[config.mk]
export PLATFORM = sky130hd
export DESIGN_NAME = sram_writer
export DESIGN_NICKNAME = d
export VERILOG_FILES = /design/src/rtl/sram_writer.sv
export SDC_FILE = /design/constraint.sdc
export NUM_CORES = 1
export LEC_CHECK = 0
export CAP_MARGIN = 40
export CORE_UTILIZATION = 55
export DETAILED_ROUTE_END_ITERATION = 6
export DONT_BUFFER_PORTS = 1
export PLACE_DENSITY = 0.76
export REMOVE_ABC_BUFFERS = 1
export SYNTH_ARGS = -nofsm -noshare
export SYNTH_HDL_FRONTEND = slang
export SYNTH_SLANG_ARGS = --single-unit
[constraint.sdc]
create_clock -name clk -period 1.72 [get_ports clk]
set_input_delay 0.258 -clock clk [delete_from_list [all_inputs] [get_ports clk]]
set_output_delay 0.258 -clock clk [all_outputs]
set_load 0.1 [all_outputs]
[src/rtl/sram_writer.sv]
// rtl/sram_writer.sv - pixel stream to linear frame-buffer BRAM write cycles
// Optional SRAM_WRITER_FRAME_SYNC_EN adds frame_start input and frame_done output.
module sram_writer #(
  parameter int DATA_W       = 12,
  parameter int ADDR_W       = 17,
  parameter int FRAME_PIXELS = 76800
) (
  input  logic              clk,
  input  logic              rst,
  input  logic [DATA_W-1:0] scaled_data,
  input  logic              scaled_valid,
`ifdef SRAM_WRITER_FRAME_SYNC_EN
  input  logic              frame_start,
  output logic              frame_done,
`endif
  output logic [ADDR_W-1:0] bram_addr,
  output logic [DATA_W-1:0] bram_data,
  output logic              bram_we
);

  localparam logic [ADDR_W-1:0] LAST_ADDR = ADDR_W'(FRAME_PIXELS - 1);

  logic [ADDR_W-1:0] wr_ptr_q, wr_ptr_d;
  logic [ADDR_W-1:0] bram_addr_q, bram_addr_d;
  logic [DATA_W-1:0] bram_data_q, bram_data_d;
  logic              bram_we_q, bram_we_d;
  logic              frame_done_q, frame_done_d;
  logic [ADDR_W-1:0] ptr_cur;

  always_comb begin
    ptr_cur      = wr_ptr_q;
`ifdef SRAM_WRITER_FRAME_SYNC_EN
    // A frame start re-bases this cycle's pixel to address 0, ahead of any wrap.
    if (frame_start) ptr_cur = '0;
`endif
    wr_ptr_d     = ptr_cur;
    bram_addr_d  = bram_addr_q;
    bram_data_d  = bram_data_q;
    bram_we_d    = 1'b0;
    frame_done_d = 1'b0;
    if (scaled_valid) begin
      bram_we_d    = 1'b1;
      bram_data_d  = scaled_data;
      bram_addr_d  = ptr_cur;
      wr_ptr_d     = (ptr_cur == LAST_ADDR) ? '0 : ptr_cur + 1'b1;
      frame_done_d = (ptr_cur == LAST_ADDR);
    end
  end

  always_ff @(posedge clk) begin
    if (rst) begin
      wr_ptr_q     <= '0;
      bram_addr_q  <= '0;
      bram_data_q  <= '0;
      bram_we_q    <= 1'b0;
      frame_done_q <= 1'b0;
    end else begin
      wr_ptr_q     <= wr_ptr_d;
      bram_addr_q  <= bram_addr_d;
      bram_data_q  <= bram_data_d;
      bram_we_q    <= bram_we_d;
      frame_done_q <= frame_done_d;
    end
  end

  assign bram_addr = bram_addr_q;
  assign bram_data = bram_data_q;
  assign bram_we   = bram_we_q;
`ifdef SRAM_WRITER_FRAME_SYNC_EN
  assign frame_done = frame_done_q;
`else
  logic unused_frame_done;
  assign unused_frame_done = frame_done_q;
`endif

endmodule

# After elaboration in Yosys (flattened, before gate mapping)
# Cells that the tools add are included.
# op_classes
n_addsub,1
n_eq_ne,1
n_mux,2
# op_table
cell,count
"adder 17 x 1 -> 17 bit, second input constant",1
"equality test 17 bit, second input constant",1
2-to-1 mux 17 bit,1
2-to-1 mux 1 bit,1
# totals
out_inout_bits,30
reg_bits,47

# Logic depth before layout (Yosys ltp)
# logic_depth
ltp_word,2
mapped_depth,6
ltp_nobuf,5

# Worst setup path after synthesis
# OpenSTA, ideal clock, no wires.
# synth_path
path_type,reg-to-reg
startpoint,"reg wr_ptr_q[0], in the netlist ptr_cur[0]"
endpoint,"reg wr_ptr_q[14], in the netlist ptr_cur[14]"
arrival_ns,1.543
setup_time_ns,0.066
stages_incl_launch_ff,6
path_slack_ns,0.111
cell_sequence,dfxtp_1 ha_1 nand3_2 or3_1 or3_1 a21oi_2
# synth_between
elab_chain_cells,2
# synth_rtl
element,line,rtl
start: declaration,23,"logic [ADDR_W-1:0] wr_ptr_q, wr_ptr_d;"
start signal: assignment,58,wr_ptr_q <= wr_ptr_d;
adder 17 x 1 -> 17 bit or equality test 17 bit (tied branches),--,
2-to-1 mux 17 bit *,45,wr_ptr_d = (ptr_cur == LAST_ADDR) ? '0 : ptr_cur + 1'b1;
# Mark *: on every way between the ends. The rest lies on a longest branch, timed or not.
# A chain may end at the register's enable or synchronous reset.

# Final worst setup path
# layout_path
startpoint,"reg wr_ptr_q[1], in the netlist ptr_cur[1]"
endpoint,"reg wr_ptr_q[14], in the netlist ptr_cur[14]"
# Same word-level chain as after synthesis.

==> summary by stage <==
Placed design
Detailed placement finished with a half-perimeter wire length of between 2000 and 2500 microns. Including well taps, the total number of placed cells is 261. The congestion estimate from routability-driven global placement came to just under 0.8. The minimum setup slack after placement is slightly above 10 ps. Buffers placed on the I/O ports in this run total 0.

Route
The detailed router put a total of 1560 microns of wire on met1. The detailed router finished its first iteration with 53 violations. In this run the top signal layer used is met4. The wire length on met2 is approximately 1800 microns. The detail route stage leaves a number of antenna-violating nets equal to 0. The DRC violation count after routing is 0. Wire segments on met3 add up to roughly 200 microns in the final route. The number of vias in the routed layout is roughly 1,400. Dividing the detail-routed via count by the number of cells gives 5.22. The final layout contains routed wiring with a total length of approximately 3600 microns. The wire length per cell is between 10 and 15 microns. The number of optimization iterations in the first detailed-route pass is 4.

Worst setup path
The signal arrival time at the worst endpoint is 1940 ps. The kind of start point of the critical path is a flop. Walking the worst path, the cells encountered are ha_2, nand3_4, or3_1, or3_1, a21oi_2. The slack of the worst reg-to-reg path is about 90 ps.

The path type of the worst setup path is reg -> reg. The type of element capturing the critical path is a flop. The critical path contains buffers and inverters numbering 0 combined.

Counting stages on the worst path, the most repeated cell is sky130_fd_sc_hd__or3_1. The number of logic stages on the critical path including buffering is 5. Following the worst setup path forward leads to its endpoint at ptr_cur[14]. The largest stage delay on the critical path is approximately 400 ps. The length in cells of the worst reg-to-reg path is 5. The required time of the critical path is between 2000 and 2500 ps. The critical-path cell with the highest stage delay is sky130_fd_sc_hd__or3_1. The largest fanout on the critical path is 5. The capture instance of the worst register-to-register path is ptr_cur[14]. The dominant delay contributor by cell family on the critical path is simple AND/OR/NAND/NOR gates. The launch point of the worst reg-to-reg path is ptr_cur[1]. In this run the worst setup path begins at ptr_cur[1].

Clock tree
The clock net in this run drives a total of between 40 and 50 sinks. Counting the buffers created by CTS gives 5. TritonCTS built the clock tree. The register clock-pin slew on the reported worst setup and hold paths is around 130 ps. The clock tree root buffer cell is sky130_fd_sc_hd__clkbuf_4. The buffer depth of the longest clock path is 2. The clock tree synthesis step divided the H-tree into 2 levels. At the later pin of the worst-skew pair, clock insertion delay measures approximately 360 ps.

Cells and area
After the last flow step, the layout net total stands at roughly 240. The utilization after layout is 72.3%. The repair_antennas step left the layout with diodes totalling 0. The finished layout holds 272 standard cells, fillers aside. Compared with the post-synthesis result, the final layout area differs by 20.9%. Fill cells in the final layout number between 200 and 250. Cells with a size suffix above 1 make up about a quarter of the layout.

Synth
The flip-flop and latch count after synthesis is between 40 and 50. The sequential-to-total area share from yosys stat is 50.3%. The most used flip-flop cell after synthesis is sky130_fd_sc_hd__dfxtp_1. The most common cell in the synthesized netlist is sky130_fd_sc_hd__nor2_1. For this run, the number of Yosys warnings is 0.

The post-synthesis area per instance is a little under 10 sq um. The number of instances in the synthesized netlist is approximately 190. After synthesis, the share of flip-flops with an asynchronous set or reset is 0%. Ranked by total cell area, the synthesized netlist is headed by sky130_fd_sc_hd__dfxtp_1 (50%), sky130_fd_sc_hd__mux2i_1 (17%), sky130_fd_sc_hd__nor2_1 (9.6%), sky130_fd_sc_hd__xnor2_1 (4.7%), sky130_fd_sc_hd__nand4_1 (1.7%).

The proportion of netlist area held by the largest area contributor is around 50%. The mapped netlist covers 1870 sq um. The count of flip-flops with a built-in enable after synthesis is 0. In this run, distinct cell masters in the synthesized netlist total 29. The commonest cells after synthesis are sky130_fd_sc_hd__nor2_1 (48), sky130_fd_sc_hd__dfxtp_1 (47), sky130_fd_sc_hd__mux2i_1 (31). The biggest area consumer among synthesized cells is sky130_fd_sc_hd__dfxtp_1.

GRT
The maximum number of pins on one net before global-route repair is 37. The total global-route track usage is ~22%. The number of antenna violations at the first check in global routing came to 0.

The first global-routing pass estimated approximately 5700 microns of wire. The number of global-route vias before repair was approximately 1,300. The aggregate global routing overflow is 0.

Timing
The actual transition at the worst max-transition pin is approximately 380 ps. The worst pin sits at a relative slew slack of between 70% and 80%. The worst hold slack across all endpoints is between 40 and 50 ps. For the final database, setup skew stands at approximately 15 ps. The hold violation total from the final report is 0. Derived from the worst setup path, the maximum achievable clock frequency is between 0.6 and 0.7 GHz. After layout, the worst path uses a little over nine tenths of the clock period. The number of pins exceeding their max-slew limit in the final report is 0.

The routed design could run at a clock period as short as around 1600 ps. The final worst setup slack is ~88 ps. Setup repair after global routing left no endpoint under its margin.

The number of endpoints failing setup at the final stage is 0. The total negative setup slack is 0 ps.

Die
The chip width is between 60 and 70 microns. The starting density of the core is 59.8%. The number of placed I/O pins is 45.

The core region is 3130 sq um. The floorplan step set the die height to between 60 and 70 microns. The number of rows created at floorplan is 20. The area of the die is approximately 3600 sq um.

Power
The internal power contribution is 0.00143 W. For this design the ratio of total power to cell area is a little under 900 nW/um^2. For this design the total switching power over the nets is around 0.00053 W. Net switching is 27.2% of the power. The relative contribution of the clock network to total power is between 20% and 30%. The proportion of power drawn by combinational gates is between 10% and 20%. The maximum vdd ir drop is slightly below 0.0009 V.

Per report_power, the sequential group accounts for between 50% and 60% of the total. The static power due to leakage is roughly 0.95 nW.

Min path
Counting instances, the worst hold path has a depth of 1. The worst hold path belongs to the class in -> reg.

Status
The flow ran to the end, and the final reports show no timing, DRC or antenna violations.

Run
The tool flagged a number of max-cap violations equal to 0.
[worst min-delay path by stage]
stage / startpoint / to / slack [ps]
after floorplan: rst / bram_we / 330
after detailed placement: rst / bram_addr[3] / 340
after CTS: scaled_data[0] / bram_data[0] / 30
after global routing: scaled_valid / bram_we / 10
final: scaled_valid / bram_we / 40
after global placement: rst / bram_we / 340
[per-layer routing]
metal | vias up | GRT usage [%]
met1 | 655 | 26.0
met4 | 0 | 9.30
met5 | - | 0
met3 | 4 | 7.36
met2 | 47 | 36.3
li1 | 715 | -
[metrics by stage]
step	power [W]	instance area (sq um)
after floorplan	0.00135	1800
after global placement	0.00139	2140
after detailed placement	0.00139	2140
after CTS	0.00197	2220
after global routing	0.00204	2260
final	0.00196	2260
[flip-flops by register name (all words and copies together) (netlist names)]
signal and cells:
bram_addr 17, bram_data 12, bram_we 1, ptr_cur 17
[kinds of logic after synthesis]
| kind of cell | after synthesis | share of synthesized area [%] |
|---|---|---|
| AND/OR/NAND/NOR | 79 | 19.7 |
| flip-flops | 47 | 50.3 |
| multiplexers | 31 | 16.6 |
| buffers and inverters | 15 | 4.41 |
| XOR/XNOR | 13 | 6.09 |
| AO/OA/AOI/OAI | 6 | 2.27 |
| adder cells (fa/ha/maj) | 1 | 0.669 |
[cell usage in the layout, fill, tap and decap left out, drive strengths merged]
cell type    synthesis  routed
nand2                5       5
a21oi                1       1
xnor2               10      10
nor3                 4       4
or4                  1       1
a31oi                1       1
nand3                6       6
xor2                 3       3
clkinvlp             0       1
clkbuf               5       7
inv                  2       2
or2                  1       1
dfxtp               47      47
buf                  8      40
or3                  3       3
a311oi               1       1
nor2                48      48
nor4                 5       5
dlygate4sd3          0       1
nand4                5       5
nor2b                1       1
ha                   1       1
a31o                 1       1
o21ai                2       2
mux2i               31      31
[power by group through the flow]
stage / clock network [W] / logic [W] / registers (W)
after floorplan: 0 / 0.0000505 / 0.00130
after global placement: 0 / 0.000241 / 0.00115
after detailed placement: 0 / 0.000246 / 0.00115
after CTS: 0.000588 / 0.000259 / 0.00112
after global routing: 0.000631 / 0.000279 / 0.00113
final: 0.000565 / 0.000267 / 0.00112
[final cells by class]
| cell class | instances | area [sq um] | share of cell area, % |
|---|---|---|---|
| Sequential cell | 47 | 943 | 41.7 |
| Clock inverter | 1 | 7.51 | 0.332 |
| Multi-Input combinational cell | 130 | 866 | 38.3 |
| Clock buffer | 7 | 65.1 | 2.88 |
| Timing Repair Buffer | 41 | 318 | 14.0 |
| Tap cell | 44 | 55.1 | 2.43 |
| Inverter | 2 | 7.51 | 0.332 |
[worst reg2reg max path, stage by stage, from the launching register on]
cell	delay, ps
sky130_fd_sc_hd__dfxtp_2	360
sky130_fd_sc_hd__ha_2	210
sky130_fd_sc_hd__nand3_4	110
sky130_fd_sc_hd__or3_1	400
sky130_fd_sc_hd__or3_1	370
sky130_fd_sc_hd__a21oi_2	130
[repair_timing]
action                     in CTS  in global routing
hold endpoints to repair       33                  0
resized for setup               1                  4
hold buffers                    1                  0
buffers inserted                0                  1
setup endpoints to repair       1                  9
Note: power is estimated with default switching activity, not from simulation.
==> edit 1: new RTL, same flow settings <==
`DATA_W`: 12 -> 8.
--- a/src/rtl/sram_writer.sv
+++ b/src/rtl/sram_writer.sv
@@ -1,7 +1,7 @@
 // rtl/sram_writer.sv - pixel stream to linear frame-buffer BRAM write cycles
 // Optional SRAM_WRITER_FRAME_SYNC_EN adds frame_start input and frame_done output.
 module sram_writer #(
-  parameter int DATA_W       = 12,
+  parameter int DATA_W       = 8,
   parameter int ADDR_W       = 17,
   parameter int FRAME_PIXELS = 76800
 ) (
Interface: changed (resized bram_data and scaled_data); port bits go from 45 to 37. The function was not compared with the original's and may differ.
==> edit 1 against the unedited design <==
Non-clock buffer count is 11 lower. Routed wire length shrank 12%. Highest routed layer unchanged. Total power decreased by 15%. Final area fell by 9.0%. Critical path type unchanged. Synthesized cell count is 9.4% lower. Setup slack gained 0.095 ns. Clock skew is 0.011 ns lower. Sequential cell count is 4 lower. Combinational power fell by 24%. Largest cell class unchanged. Die area is 4.9% lower. Synthesized area down 5.1%.
==> edit 1: results (changes against the unedited design) <==
Parameter                              Value

Finish
  Final net count ... 214 (-12%)
  Fraction of layout cells with a size suffix above 1 ... 0.2338 (-0.02056)
  Number of filler cells placed in the layout ... 269 (+8.0%)
  Ant. Diodes ... 0 (unchanged)

CTS
  Number of post-CTS setup repair buffers ... 0 (unchanged)
  Maximum root-to-sink buffer count ... 2 (unchanged)
  Root buf cell ... sky130_fd_sc_hd__clkbuf_4
  Number of buffers inserted during clock tree synthesis ... 5 (unchanged)
  Insertion delay to the later sink of the worst-skew pair ... 0.35 ns
  Clock-pin slew of the registers on the worst-case setup and hold paths ... 0.11 ns (-0.02 ns)

Global route
  Gr usage total ... 0.2132 (-0.006489)
  Pin count of the biggest net entering global routing ... 32 (-14%)
  Number of global-route vias before repair ... 1194 (-9.3%)
  Antenna violations before repair ... 0 (unchanged)
  Global-route wire length before repair ... 5375 um (-6.5%)

Pwr
  Leakage power total ... 0.8759 nW (-7.5%)
  P_seq ... 0.00103 W (-8%)
  Total clock network power ... 0.000438 W (-22%)
  Internal power of the cells ... 0.001217 W (-15%)
  Largest vdd supply drop ... 0.6340 mV (-27%)

Detailed routing
  Via count of the routed design ... 1266 (-11%)
  Initial DRC Count ... 16 (-70%)
  Number of detailed-routing iterations run before antenna repair ... 4 (unchanged)
  Routed wire length ... 3183 um (-12%)

Status
  Status ... finished, final reports clean

Synth
  Count of flip-flops with a built-in enable after synthesis ... 0 (unchanged)
  Share of cell area taken by muxes after synthesis ... 0.1466 (-0.01930)
  Biggest area contributors in the synthesized netlist ... sky130_fd_sc_hd__dfxtp_1 48%, sky130_fd_sc_hd__mux2i_1 15%, sky130_fd_sc_hd__nor2_1 9.5%
  Warning count from the yosys run ... 0 (unchanged)
  Cell variety after synth ... 33 (+14%)
  Proportion of synthesized flip-flops having asynchronous set or reset ... 0 (unchanged)
  Share of the synthesized area in the top cell type ... 0.4848 (-0.01816)
  Post-Synth Adder-Cell Area ... 0.007047 (+0.0003583)
  Leading cell types by count after synthesis ... 45 x sky130_fd_sc_hd__nor2_1, 43 x sky130_fd_sc_hd__dfxtp_1, 26 x sky130_fd_sc_hd__mux2i_1
  Synth Area in Compound Gates ... 0.01832 (-0.004420)
  Area share of xor/xnor cells in the synthesized design ... 0.06906 (+0.008193)
  Part of the Yosys area used for sequential elements ... 0.4848 (-0.01816)

Setup path
  Max stage delay cell, worst path ... sky130_fd_sc_hd__dfxtp_2
  Max Fanout on Critical Path ... 14 (+9)
  Arrival time worst endpoint ... 1.78 ns (-0.16 ns)
  Family with the most delay on the worst path ... simple AND/OR/NAND/NOR gates
  Biggest cell delay along the critical path ... 0.39 ns

Timing
  Transition at the pin with the smallest max-transition slack ... 0.4260 ns (+0.04633 ns)
  Skew final ... 0.004103 ns (-0.01083 ns)

Placement
  Detailed Place HPWL ... 2174 um (-10%)
  Final estimated routing congestion in global placement ... 0.7656 (-1.6%)
  Pre-CTS worst setup slack ... 0.06407 ns (+0.05372 ns)

Hold path
  Hold Crit Start ... scaled_valid
==> edit 1: cell count changes after synthesis, moves of 3 or more <==
| cell | before | now |
|---|---|---|
| sky130_fd_sc_hd__buf_2 | 5 | 2 |
| sky130_fd_sc_hd__dfxtp_1 | 47 | 43 |
| sky130_fd_sc_hd__mux2i_1 | 31 | 26 |
| sky130_fd_sc_hd__nand2_1 | 4 | 7 |
| sky130_fd_sc_hd__nand4_1 | 5 | 1 |
| sky130_fd_sc_hd__nor2_1 | 48 | 45 |
| sky130_fd_sc_hd__nor4_1 | 5 | 2 |
| sky130_fd_sc_hd__nor4_2 | 0 | 3 |
| sky130_fd_sc_hd__or3_1 | 3 | 0 |
==> edit 1: worst reg2reg max path, cell delays in order (launching register included) <==
cell	delay [ns]
sky130_fd_sc_hd__dfxtp_2	0.39
sky130_fd_sc_hd__ha_1	0.23
sky130_fd_sc_hd__nand4_4	0.19
sky130_fd_sc_hd__nor2_4	0.21
sky130_fd_sc_hd__a41o_4	0.33
sky130_fd_sc_hd__nor2_1	0.08
==> edit 1: kinds of logic (layout without fill, tap and decap cells) <==
group                      after synthesis  in the layout
and+or+nand+nor                         76             76
DFF                                     43             43
xor gates and xnor gates                14             14
buffers and inverters                   10             37
muxes                                   26             26
AOI/OAI and AO/OA                        4              4
adders and majority gates                1              1
==> edit 1: final cells by class <==
| class | instances | area [um^2] | area share |
|---|---|---|---|
| clock buffer | 6 | 41.29 | 0.02006 |
| inverter | 1 | 3.754 | 0.001824 |
| multi-input combinational | 121 | 860.8 | 0.4182 |
| sequential | 43 | 862.1 | 0.4188 |
| tap | 44 | 55.05 | 0.02675 |
| timing repair buffer | 30 | 235.2 | 0.1143 |
==> edit 1: metrics by stage <==
stage / total power [W] / hold WS, ns / area, um^2 / instances
floorplan: 0.001201 / 0.3296 / 1715 / 165
global placement: 0.001231 / 0.3343 / 1981 / 237
detailed placement: 0.001235 / 0.3351 / 1981 / 237
CTS: 0.001670 / 0.03475 / 2032 / 244
global route: 0.001725 / 0.04570 / 2058 / 245
finish: 0.001666 / 0.03611 / 2058 / 245
==> edit 1: routing by layer <==
layer	track usage	vias up	wire length [um]
met4	0.1463	0	70
met1	0.2542	591	1441
li1	-	645	-
met2	0.3409	24	1535
met3	0.04835	6	135
met5	0	-	0
==> edit 1: worst paths after layout <==
check	endpoint	slack (ns)	cells after the start
setup / recovery	ptr_cur[14]$_SDFFE_PP0P_	0.18	5
hold / removal	bram_we$_SDFF_PP0_	0.04	1
setup reg to reg	ptr_cur[14]$_SDFFE_PP0P_	0.18	5
hold reg to reg	bram_addr[10]$_SDFFE_PP0P_	0.51	2
==> edit 1: repair_timing <==
item                       in CTS  in global routing
hold buffers                    1                  0
setup endpoints to repair       0                 14
gates resized for setup         0                  2
hold endpoints to repair       29                  0
==> edit 2: new RTL, same flow settings <==
Without the edit above. Make the reset (`rst`) asynchronous in one clocked block.
--- a/src/rtl/sram_writer.sv
+++ b/src/rtl/sram_writer.sv
@@ -47,7 +47,7 @@
     end
   end
 
-  always_ff @(posedge clk) begin
+  always_ff @(posedge clk or posedge rst) begin
     if (rst) begin
       wr_ptr_q     <= '0;
       bram_addr_q  <= '0;
Behaviour: differs if rst is asserted again (counterexample within 4 cycles, from zero or initial values and one cycle with rst high); with rst held inactive, the same outputs for 10 cycles.
==> edit 2 against the unedited design <==
Global-route usage is 0.82 points lower. Synthesized area is 5.9% higher. Count of clock-buffer cells in the layout is 1 lower. Worst hold slack worse by 0.0014 ns. Sequential cell count stayed put. Routed wire length is 3.1% higher. Setup slack worse by 0.062 ns. Final area is 7.1% higher. Sequential share of layout area is 6.9 points higher. Critical endpoint is now ptr_cur[5]$_DFFE_PP0P_.
Power is not compared: it rests on default switching activity, and its combinational part moved more than twofold at a synthesized area within 25%.
==> edit 2: results (changes against the unedited design) <==
Parameter                              Value

CTS
  Clock-pin slew of the registers on the worst-case setup and hold paths ... 0.14 ns
  Number of buffers inserted during clock tree synthesis ... 5 (unchanged)
  Root buf cell ... sky130_fd_sc_hd__clkbuf_4
  # H-tree levels ... 2 (unchanged)
  Number of post-CTS setup repair buffers ... 0 (unchanged)
  Insertion delay to the later sink of the worst-skew pair ... 0.35 ns
  Maximum root-to-sink buffer count ... 2 (unchanged)
  Clock tree from TritonCTS ... done

Detailed routing
  Post-detailed-route via-to-cell ratio ... 5.445 (+4.2%)
  Initial DRC Count ... 48 (-9.4%)
  Number of detailed-routing iterations run before antenna repair ... 5 (+1)
  Routed wire length ... 3740 um (+3.1%)

Pwr
  Leakage power total ... 1.115 nW
  Largest vdd supply drop ... 1.565 mV

Placement
  Pre-CTS worst setup slack ... -0.009154 ns (-0.01950 ns)
  Detailed Place HPWL ... 2680 um (+11%)
  Final estimated routing congestion in global placement ... 0.8235 (+5.9%)
  Area post-placement ... 2317 um^2 (+8.5%)

Synth
  Proportion of synthesized flip-flops having asynchronous set or reset ... 1.000 (+1.000)
  Part of the Yosys area used for sequential elements ... 0.5938 (+0.09080)
  Biggest area contributors in the synthesized netlist ... sky130_fd_sc_hd__dfrtp_1 59%, sky130_fd_sc_hd__mux2_2 16%, sky130_fd_sc_hd__xnor2_1 4.9%
  Cell variety after synth ... 25 (-14%)
  Leading cell types by count after synthesis ... 47 x sky130_fd_sc_hd__dfrtp_1, 29 x sky130_fd_sc_hd__mux2_2, 11 x sky130_fd_sc_hd__xnor2_1
  Warning count from the yosys run ... 0 (unchanged)

Timing
  Worst relative slew slack ... 0.7577 (+0.01314)
  Skew final ... 0.009503 ns (-0.005433 ns)

Finish
  Final non-filler cell area ... 2422 um^2 (+7.1%)
  Ant. Diodes ... 0 (unchanged)
  Number of filler cells placed in the layout ... 237 (-4.8%)
  Fraction of layout cells with a size suffix above 1 ... 0.4322 (+0.1778)
  Final net count ... 214 (-12%)

Setup path
  Max Fanout on Critical Path ... 7 (+2)
  Biggest cell delay along the critical path ... 0.56 ns (+0.16 ns)
  Max stage delay cell, worst path ... sky130_fd_sc_hd__or4_4

Status
  Status ... finished, final reports clean

Global route
  Number of global-route vias before repair ... 1277 (-3.0%)
  Global-route wire length before repair ... 5740 um (-0.12%)
  Met1 Usage GRT ... 0.2738 (+0.01373)
  GR Util met3 ... 0.03727 (-0.03633)
  Global-route track usage on met2 ... 0.3480 (-0.01461)
  Antenna violations before repair ... 0 (unchanged)
  Gr usage total ... 0.2115 (-0.008206)
  Pin count of the biggest net entering global routing ... 44 (+19%)

Hold path
  Tightest Hold Check Type ... primary input to flop
edit 2: final cells by class:
| type | count | area share |
|---|---|---|
| inverter | 5 | 0.007748 |
| clock inverter | 2 | 0.006715 |
| tap | 46 | 0.02376 |
| multi-input combinational | 93 | 0.3104 |
| clock buffer | 6 | 0.02118 |
| timing repair buffer | 46 | 0.1446 |
| sequential | 47 | 0.4855 |
edit 2: timing repair:
action / 4_1_cts / 5_1_grt
resized for setup: 1 / 3
hold endpoints to repair: 18 / 0
hold buffers: 2 / 0
cloned: 0 / 0
endpoints found under the setup margin: 7 / 10
pin swaps: 0 / 2
edit 2: path summary, 6_finish.rpt:
| check | end | slack (ns) | depth (start not counted) | startpoint |
|---|---|---|---|---|
| max in group asynchronous | ptr_cur[15]$_DFFE_PP0P_ | 0.88 | 3 | rst |
| max | ptr_cur[5]$_DFFE_PP0P_ | 0.03 | 4 | ptr_cur[10]$_DFFE_PP0P_ |
| min | bram_data[4]$_DFFE_PP0P_ | 0.04 | 1 | scaled_data[4] |
| min in group asynchronous | bram_data[0]$_DFFE_PP0P_ | 0.31 | 2 | rst |
| min reg2reg | bram_addr[13]$_DFFE_PP0P_ | 0.52 | 1 | bram_addr[13]$_DFFE_PP0P_ |
| max reg2reg | ptr_cur[5]$_DFFE_PP0P_ | 0.03 | 4 | ptr_cur[10]$_DFFE_PP0P_ |
edit 2: cell families (layout without fill, tap and decap cells):
| kind of cell | count (synthesis) | in the layout | synth area share |
|---|---|---|---|
| AND/OR/NAND/NOR | 46 | 46 | 0.1276 |
| adder cells (fa/ha/maj) | 1 | 1 | 0.006316 |
| buffers and inverters | 15 | 59 | 0.03537 |
| flip-flops | 47 | 47 | 0.5938 |
| XOR/XNOR | 14 | 14 | 0.06191 |
| multiplexers | 29 | 29 | 0.1649 |
| AO/OA/AOI/OAI | 3 | 3 | 0.01011 |
edit 2: routing by layer:
layer,vias up,part of all wire
met5,-,0
met1,646,0.44
li1,632,-
met4,0,0.019
met2,43,0.49
met3,13,0.048
edit 2: metrics by stage:
step	power [W]	instances	hold WS, ns
2_1_floorplan	0.002264	145	0.2894
4_1_cts	0.003112	245	0.02737
5_1_grt	0.003211	245	0.01595
3_5_place_dp	0.002570	235	0.1382
6_report	0.003088	245	0.03889
3_3_place_gp	0.002531	235	0.1216
edit 2: power breakdown:
part / switching, W / total (W) / internal, W
Sequential: 0.000131 / 0.00138 / 0.00125
Combinational: 0.000857 / 0.00116 / 0.000307
Clock: 0.000339 / 0.000541 / 0.000202
Total: 0.00133 / 0.00309 / 0.00176
